**src/rtl/div_pkg.sv**
```systemverilog
// Shared definitions for the iterative divider: FSM states, divide-by-zero
// quotient fill and the iteration-counter width helper.
package div_pkg;

    typedef enum logic [1:0] {
        IDLE,
        CALC,
        DONE
    } state_t;

    // Every quotient bit is set on a divide by zero, whatever the width.
    localparam logic DIV0_QUO_BIT = 1'b1;

    function automatic int cnt_width(input int width);
        return $clog2(width + 1);
    endfunction

endpackage

```
**src/rtl/div_step.sv**
```systemverilog
// One restoring radix-2 iteration: shift {rem, quo} left by one and
// trial-subtract the divisor, keeping the difference when it is non-negative.
module div_step #(
    parameter int WIDTH = 32
) (
    input  logic [WIDTH:0]   rem,
    input  logic [WIDTH-1:0] quo,
    input  logic [WIDTH-1:0] div,
    output logic [WIDTH:0]   rem_next,
    output logic [WIDTH-1:0] quo_next
);

    logic [WIDTH+1:0] shifted;
    logic [WIDTH+1:0] diff;

    // NOTE: every output gets a value on every path, so no latch is inferred.
    always_comb begin
        shifted  = {rem, quo[WIDTH-1]};
        diff     = shifted - {2'b00, div};
        rem_next = shifted[WIDTH:0];
        quo_next = {quo[WIDTH-2:0], 1'b0};
        if (!diff[WIDTH+1]) begin
            rem_next = diff[WIDTH:0];
            quo_next = {quo[WIDTH-2:0], 1'b1};
        end
    end

endmodule

```
**src/rtl/div_iter.sv**
```systemverilog
// Iterative signed/unsigned restoring divider with valid/ready handshakes on
// both sides and a flush that cancels the operation in flight.
module div_iter
    import div_pkg::*;
#(
    parameter int WIDTH = 32,
    parameter int CNT_W = cnt_width(WIDTH)
) (
    input  logic             clk,
    input  logic             resetn,
    input  logic             in_valid,
    output logic             in_ready,
    input  logic             in_signed,
    input  logic [WIDTH-1:0] in_a,
    input  logic [WIDTH-1:0] in_b,
    input  logic             flush,
    output logic             out_valid,
    input  logic             out_ready,
    output logic [WIDTH-1:0] out_quo,
    output logic [WIDTH-1:0] out_rem
);

    localparam logic [CNT_W-1:0] LAST_CNT = CNT_W'(WIDTH - 1);

    state_t           state;
    logic [CNT_W-1:0] cnt;
    logic [WIDTH:0]   rem_q;
    logic [WIDTH-1:0] quo_q;
    logic [WIDTH-1:0] div_q;
    logic [WIDTH-1:0] a_raw;
    logic             sign_q;
    logic             sign_r;
    logic             div0;

    logic             neg_a;
    logic             neg_b;
    logic [WIDTH-1:0] abs_a;
    logic [WIDTH-1:0] abs_b;
    logic [WIDTH:0]   rem_next;
    logic [WIDTH-1:0] quo_next;

    assign neg_a = in_signed & in_a[WIDTH-1];
    assign neg_b = in_signed & in_b[WIDTH-1];
    assign abs_a = neg_a ? -in_a : in_a;
    assign abs_b = neg_b ? -in_b : in_b;

    div_step #(.WIDTH(WIDTH)) u_step (
        .rem      (rem_q),
        .quo      (quo_q),
        .div      (div_q),
        .rem_next (rem_next),
        .quo_next (quo_next)
    );

    // NOTE: sequential state uses non-blocking assignments so every register
    // samples the pre-edge values of the others.
    always_ff @(posedge clk or negedge resetn) begin
        if (!resetn) begin
            state     <= IDLE;
            cnt       <= '0;
            rem_q     <= '0;
            quo_q     <= '0;
            div_q     <= '0;
            a_raw     <= '0;
            sign_q    <= 1'b0;
            sign_r    <= 1'b0;
            div0      <= 1'b0;
            in_ready  <= 1'b1;
            out_valid <= 1'b0;
        end else if (flush) begin
            state     <= IDLE;
            in_ready  <= 1'b1;
            out_valid <= 1'b0;
        end else begin
            case (state)
                IDLE: begin
                    if (in_valid) begin
                        rem_q    <= '0;
                        quo_q    <= abs_a;
                        div_q    <= abs_b;
                        a_raw    <= in_a;
                        sign_q   <= neg_a ^ neg_b;
                        sign_r   <= neg_a;
                        div0     <= (in_b == '0);
                        cnt      <= '0;
                        in_ready <= 1'b0;
                        state    <= CALC;
                    end
                end
                CALC: begin
                    rem_q <= rem_next;
                    quo_q <= quo_next;
                    cnt   <= cnt + 1'b1;
                    if (cnt == LAST_CNT) begin
                        out_valid <= 1'b1;
                        state     <= DONE;
                    end
                end
                DONE: begin
                    if (out_ready) begin
                        out_valid <= 1'b0;
                        in_ready  <= 1'b1;
                        state     <= IDLE;
                    end
                end
                default: begin
                    in_ready  <= 1'b1;
                    out_valid <= 1'b0;
                    state     <= IDLE;
                end
            endcase
        end
    end

    // Sign fix-up and divide-by-zero override act on the stored magnitudes;
    // MIN / -1 falls out naturally as MIN with a zero remainder.
    always_comb begin
        out_quo = '0;
        out_rem = '0;
        if (out_valid) begin
            if (div0) begin
                out_quo = {WIDTH{DIV0_QUO_BIT}};
                out_rem = a_raw;
            end else begin
                out_quo = sign_q ? -quo_q : quo_q;
                out_rem = WIDTH'(sign_r ? -rem_q : rem_q);
            end
        end
    end

endmodule

```
**config.mk**
```make
export PLATFORM = sky130hd
export DESIGN_NAME = div_iter
export DESIGN_NICKNAME = d
export VERILOG_FILES = /design/src/rtl/div_pkg.sv /design/src/rtl/div_step.sv /design/src/rtl/div_iter.sv
export SDC_FILE = /design/constraint.sdc
export NUM_CORES = 1
export LEC_CHECK = 0
export CORE_MARGIN = 2
export CORE_UTILIZATION = 60
export CTS_BUF_LIST = sky130_fd_sc_hd__clkbuf_8
export DETAILED_ROUTE_END_ITERATION = 10
export PLACE_DENSITY = 0.85
export SKIP_LAST_GASP = 1
export SYNTH_ARGS = -nofsm -noshare
export SYNTH_HDL_FRONTEND = slang
export SYNTH_SLANG_ARGS = --single-unit
```
**constraint.sdc**
```tcl
create_clock -name clk -period 6.2 [get_ports clk]
set_clock_uncertainty 0.15 [all_clocks]
set_input_delay 1.86 -clock clk [delete_from_list [all_inputs] [get_ports clk]]
set_output_delay 1.86 -clock clk [all_outputs]
set_load 0.02 [all_outputs]
```
==> reports/results.ini, run 1 <==
[status]
status=completed

[final_layout]
final_core_util_pct=71.7
insertedDiodeCount=0
syn2layout_area_growth_pct=17.0
drive_gt1_share_pct=4.93
fin_area_sq_mm=0.0129
nets=1616

[worst_hold_path]
hold_class=reg2reg
min_from=a_raw[2]
min_to=a_raw[2]
hold_path_depth=2

[detailed_routing]
ant_nets=0
drt-vias-per-instance=6.06
wl_per_cell_um=16.4
drc=0
drt_wl_total_um=28700
vias=10603
first_pass_iters=5
initialDrtViolationCount=903

[pwr]
switchingPower_mw=0.983
p_comb_share_pct=28.5
clockPowerShare_pct=30.2
power.density_mw_per_mm2=220
sequentialPowerShare_pct=41.3
power.leakage_nw=5.58
internal_power_mw=1.86
switching_share_pct=34.6
ir_drop_mv=0.169

[sta]
clock.fmax_mhz=165
fin_setup_tns_ns=0
worst_slew_pin_slew_ns=1.08
worst_slack_ns=0.128
finalSetupViolations=0
hold_violations=0
fin_crit_ns=6.07
drv_slew=0
finalCritPeriodShare_pct=97.9
maxSlewHeadroom_pct=27.9
rsz0062_at_grt=no

[yosys]
synthTopCellsByCount=nand2_1, dfrtp_1, a21oi_1, o21ai_0, nor2_1
yosys.area.top_type_share_pct=32.0
synth_area_per_cell_sq_um=7.73
synth_seq_area_share_pct=32.2
synthCells=1429
synth.distinct_cells=72
synth_edf_count=0
synth.top_cells.by_area=dfrtp_1, nand2_1, xor2_1, a21oi_1, o21ai_0
syn_nets=1537
syn-cell-area_sq_mm=0.0110
synth.most_common_cell=nand2_1
synth_ff_type=dfrtp_1
synthArstFlopShare_pct=100
synth_area_leader_cell=dfrtp_1
synth-seq-cells=142
yosys_warnings=0

[floorplanning]
ios=136
core.rowCount=49
die_w_um=140
core_area_sq_mm=0.0180
die-area_sq_mm=0.0195
initial_core_util_pct=61.3
fp.dieH_um=140

[critical_path]
crit_start=rem_q[17]
required_ns=4.19
rr_endpoint=rem_q[1]
rrSetupSlack_ns=2.11
crit_type=reg2out
critPathMaxStageDelay_ns=0.70
cp_max_fo=5
r2r-start=rem_q[9]
path_cells=or4_4 > or3_1 > or4_4 > or4_4 > nand2_1 > xor2_1 > a211oi_1 > clkdlybuf4s50_1
cpMostUsedCell=or4_4
startpoint_type=flip-flop
r2r_cells=10
crit_arrival_ns=4.06
cpMaxStageDelayCell=clkdlybuf4s50_1
cp-end-kind=output port

[grt]
grt_max_degree=101
first_global_vias=9845
antenna_found_initial=0
grtUsageTotal_pct=29.7
grt_overflow=0
grt_pass1_wl_um=48100

[clocking]
clock-sinks=142
numCtsBuffers=17
cts_setup_buffers=0
clk_pin_slew_ns=0.08
cts-htree-levels=4
cts_tree=done
cts.root.buffer_cell=clkbuf_8
clk_latency_ns=0.47
cts.path.max_buffers=2

[run]
drv_cap=0

[placed_design]
pre_cts_slack_ns=0.536
placed_cell_area_sq_mm=0.0125
portBuffers=135
dpl.hpwl_um=21300
place_congestion=0.941

-- area by class of cell --
class                           count  area, sq um
Fill cell                        1455         5100
Sequential cell                   142         3550
Inverter                           56          210
Timing Repair Buffer              149         1460
Tap cell                          229          287
Multi-Input combinational cell   1142         6960
Clock inverter                     15          219
Clock buffer                       17          234
-- timing repair --
action	in CTS	in global routing
hold buffers	0	0
setup endpoints to repair	0	1
gates resized for setup	0	1
-- flip-flops by register name (all words and copies together), names as in the netlist --
register   count
rem_q         33
a_raw         32
div_q         32
quo_q         32
cnt            6
state          2
div0           1
in_ready       1
out_valid      1
sign_q         1
sign_r         1
-- cells by family (layout without fill, tap and decap cells) --
| kind of cell | after synthesis | in the layout | synth area share, % |
|---|---|---|---|
| mux | 12 | 12 | 1.09 |
| buf+inv | 145 | 237 | 4.99 |
| simple gates | 520 | 520 | 21.5 |
| flops | 142 | 142 | 32.2 |
| fa+ha+maj | 38 | 38 | 4.37 |
| compound gates | 428 | 428 | 24.5 |
| xor+xnor | 144 | 144 | 11.4 |
-- worst max-delay path: cells and delay by family, from the launching register on --
| family | cells | cell delay (ns) |
|---|---|---|
| DFF | 1 | 0.46 |
| xor gates and xnor gates | 1 | 0.09 |
| and+or+nand+nor | 5 | 2.06 |
| buffers and inverters | 1 | 0.70 |
| AOI/OAI and AO/OA | 1 | 0.30 |
-- metal layers --
layer  global-route usage [%]  vias to the layer above  share of wire, %
li1                         -                     5220                 -
met1                     40.9                     4947                44
met2                     49.4                      398                48
met3                     4.03                       38               6.5
met4                     8.95                        0               1.8
met5                        0                        -                 0
-- how the worst max path moves through the flow --
stage | endpoint | slack (ns) | cells after the start
2_1_floorplan | out_rem[31] | 1.14 | 8
3_3_place_gp | out_rem[31] | 0.61 | 9
3_5_place_dp | out_rem[31] | 0.54 | 9
4_1_cts | out_rem[31] | 0.03 | 9
5_1_grt | out_rem[28] | 0.04 | 9
6_report | out_rem[26] | 0.13 | 8
-- power groups by stage --
stage	clock network (mW)	registers, mW	logic, mW
floorplan	0	1.14	0.600
global placement	0	1.18	0.778
detailed placement	0	1.19	0.802
CTS	0.868	1.17	0.807
global route	0.909	1.19	0.916
finish	0.859	1.17	0.812
-- stage by stage --
| stage | cells | total power [mW] | hold WS, ns |
|---|---|---|---|
| after global routing | 1750 | 3.02 | 0.351 |
| after floorplan | 1429 | 1.74 | 0.296 |
| after CTS | 1750 | 2.85 | 0.335 |
| after global placement | 1718 | 1.96 | 0.308 |
| after detailed placement | 1718 | 1.99 | 0.314 |
| final | 1750 | 2.84 | 0.330 |
-- cells in the final DEF (no fill, tap or decap), drive strengths merged, types with 5 or more instances in the layout --
master / Yosys / final
or2: 6 / 6
or4: 15 / 15
nand2b: 11 / 11
clkinv: 1 / 6
nor2b: 8 / 8
o31ai: 28 / 28
mux2i: 12 / 12
xor2: 90 / 90
ha: 37 / 37
a21o: 17 / 17
inv: 55 / 58
nand4: 9 / 9
nor3: 15 / 15
dfrtp: 141 / 141
nor2: 103 / 103
o41ai: 17 / 17
and3: 8 / 8
or3: 18 / 18
nand2: 255 / 255
clkbuf: 74 / 17
buf: 15 / 15
bufinv: 0 / 5
clkdlybuf4s50: 0 / 133
and2: 5 / 5
o211ai: 6 / 6
o21ai: 129 / 129
xnor2: 54 / 54
a32oi: 6 / 6
o311ai: 25 / 25
o21a: 12 / 12
a211oi: 11 / 11
nor4: 16 / 16
nand3: 40 / 40
a21oi: 137 / 137
Power figures use the tool's default switching activity.
==> run 2, diff against run 1 <==
- CORE_MARGIN: 2 -> 4
==> run 2 against run 1 <==
Clock power is 6.2% higher. Hold slack better by 0.0041 ns. Non-clock buffer count stayed put. Global-route usage is 1.4 points lower. Critical path type unchanged. Largest cell class unchanged. Largest power group unchanged.
==> reports/results.ini, run 2 (same netlist as run 1, synthesis figures left out) <==
[grt]
grt_overflow=0  ; unchanged
grt_max_degree=101  ; unchanged
grt_pass1_wl_um=47700  ; was 48,100 um
grtUsageTotal_pct=28.4  ; was 29.7%
first_global_vias=9726  ; was 9,845
antenna_found_initial=0  ; unchanged

[critical_path]
crit_family=simple AND/OR/NAND/NOR gates  ; unchanged
cp_max_fo=5  ; unchanged
startpoint_type=flip-flop  ; unchanged
worst-path-buf-inv=1  ; unchanged
crit_arrival_ns=4.07  ; was 4.06 ns
rrSetupSlack_ns=2.13  ; was 2.11 ns
cpMostUsedCell=or4_4  ; unchanged
required_ns=4.19  ; about the same
critPathMaxStageDelay_ns=0.58  ; was 0.70 ns
crit_type=reg2out  ; unchanged
cp-end-kind=output port  ; unchanged
cpMaxStageDelayCell=or4_4  ; was clkdlybuf4s50_1
path_cells=or4_4 > or3_1 > or4_4 > or4_4 > o31ai_4 > xor2_1 > nand2_1 > o211a_1 > clkdlybuf4s50_1  ; was or4_4 > or3_1 > or4_4 > or4_4 > nand2_1 > xor2_1 > a211oi_1 > clkdlybuf4s50_1

[clocking]
cts.root.buffer_cell=clkbuf_8  ; unchanged
cts.path.max_buffers=2  ; unchanged
clock-sinks=142  ; unchanged
ctsHoldBuffers=0  ; unchanged
cts-htree-levels=4  ; unchanged
numCtsBuffers=17  ; unchanged
clk_latency_ns=0.47  ; about the same
clk_pin_slew_ns=0.08  ; about the same
cts_tree=done  ; unchanged

[placed_design]
place_congestion=0.888  ; was 0.941
dpl.hpwl_um=21600  ; was 21,300 um
portBuffers=135  ; unchanged

[final_layout]
largest_reg_flops=33  ; unchanged
insertedDiodeCount=0  ; unchanged
layout_commonest_cell=nand2_1  ; unchanged
nets=1616  ; unchanged
drive_gt1_share_pct=4.87  ; was 4.93%
final_cell_mix=nand2_1, dfrtp_1, a21oi_1, clkdlybuf4s50_1, o21ai_0  ; unchanged
syn2layout_area_growth_pct=17.2  ; was 17.0%
regMostFlops=rem_q  ; unchanged

[sta]
fin_setup_tns_ns=0  ; unchanged
clock.fmax_mhz=164  ; was 165 MHz
finalCritPeriodShare_pct=98.1  ; was 97.9%
rsz0062_at_grt=no  ; unchanged
finalSetupViolations=0  ; unchanged
maxSlewHeadroom_pct=29.2  ; was 27.9%
worst_slew_pin_slew_ns=1.06  ; was 1.08 ns
drv_slew=0  ; unchanged
hold_violations=0  ; unchanged
fin_crit_ns=6.08  ; was 6.07 ns

[detailed_routing]
drc=0  ; unchanged
drt_wl_total_um=29400  ; was 28,700 um
drt-vias-per-instance=6.06  ; about the same
first_pass_iters=6  ; was 5
initialDrtViolationCount=1063  ; was 903
ant_nets=0  ; unchanged
vias=10598  ; was 10,603
wl_per_cell_um=16.8  ; was 16.4 um

[floorplanning]
core.rowCount=49  ; unchanged
ios=136  ; unchanged
die-area_sq_mm=0.0206  ; was 0.0195 sq mm
die_w_um=144  ; was 140 um
initial_core_util_pct=61.3  ; unchanged
fp.dieH_um=144  ; was 140 um
core_area_sq_mm=0.0180  ; unchanged

[pwr]
power.density_mw_per_mm2=224  ; was 220 mW/mm^2
power.leakage_nw=5.57  ; was 5.58 nW
finalPower_mw=2.90  ; was 2.84 mW
ir_drop_mv=0.132  ; was 0.169 mV

[status]
status=completed  ; unchanged

[run]
drv_cap=0  ; unchanged

[worst_hold_path]
hold_class=reg2reg  ; unchanged

-- run 2: cell count changes in the layout (fill, tap and decap cells not counted), sizes merged --
cell	change
inv	+1
clkinv	-5
bufinv	+1
clkinvlp	+2
-- run 2: worst paths after layout --
check                      startpoint           to  cells after the start
max reg2reg                 rem_q[13]     rem_q[1]                     10
min                         div_q[23]    div_q[23]                      2
min in group asynchronous      resetn    rem_q[32]                      1
min reg2reg                 div_q[23]    div_q[23]                      2
max in group asynchronous      resetn     rem_q[8]                      2
max                         rem_q[17]  out_rem[30]                      9
-- run 2: through the flow --
| stage | setup slack [ns] | cells | util (%) | hold slack, ns | cell area, sq um |
|---|---|---|---|---|---|
| floorplan | 1.14 | 1429 | - | 0.296 | 11000 |
| global placement | 0.631 | 1718 | 69.2 | 0.309 | 12500 |
| detailed placement | 0.587 | 1718 | 69.2 | 0.315 | 12500 |
| CTS | 0.0878 | 1749 | 71.8 | 0.340 | 12900 |
| global route | 0.0523 | 1749 | 71.8 | 0.359 | 12900 |
| finish | 0.117 | 1749 | 71.8 | 0.335 | 12900 |
-- run 2: area by class of cell --
class / instances / area [sq um]
flip-flops and latches: 142 / 3550
inverters: 56 / 210
clock buffers: 17 / 234
fillers: 1462 / 5080
multi-input cells: 1142 / 6960
repair buffers: 149 / 1460
clock inverters: 14 / 240
well taps: 229 / 287
-- run 2: power breakdown --
part           internal [mW]  total [mW]  leakage (nW)  switching (mW)
logic                  0.337       0.810          3.52           0.472
clock network          0.519       0.912         0.227           0.393
registers               1.05        1.18          1.83           0.133
total                   1.90        2.90          5.57           0.998
-- run 2: worst reg2reg max path, stage by stage, from the launching register on --
cell and delay (ns):
dfrtp_1 0.50, ha_1 0.46, a21o_1 0.23, a311oi_1 0.35, o2111ai_1 0.19, o32ai_2 0.42, o2111a_1 0.23, a211o_1 0.67
buf_4 0.44, mux2i_1 0.24, o22ai_1 0.08
-- run 2: timing repair --
action / 4_1_cts / 5_1_grt
buffers inserted: 0 / 0
gates resized for setup: 0 / 1
setup endpoints to repair: 0 / 1
-- run 2: per-layer routing --
metal / wire length [um] / up-vias / part of all wire (%) / track usage (%)
met5: 0 / - / 0 / 0
li1: - / 5212 / - / -
met2: 13800 / 367 / 47 / 46.4
met1: 13200 / 4960 / 45 / 39.1
met3: 1730 / 59 / 5.9 / 3.63
met4: 691 / 0 / 2.4 / 9.81
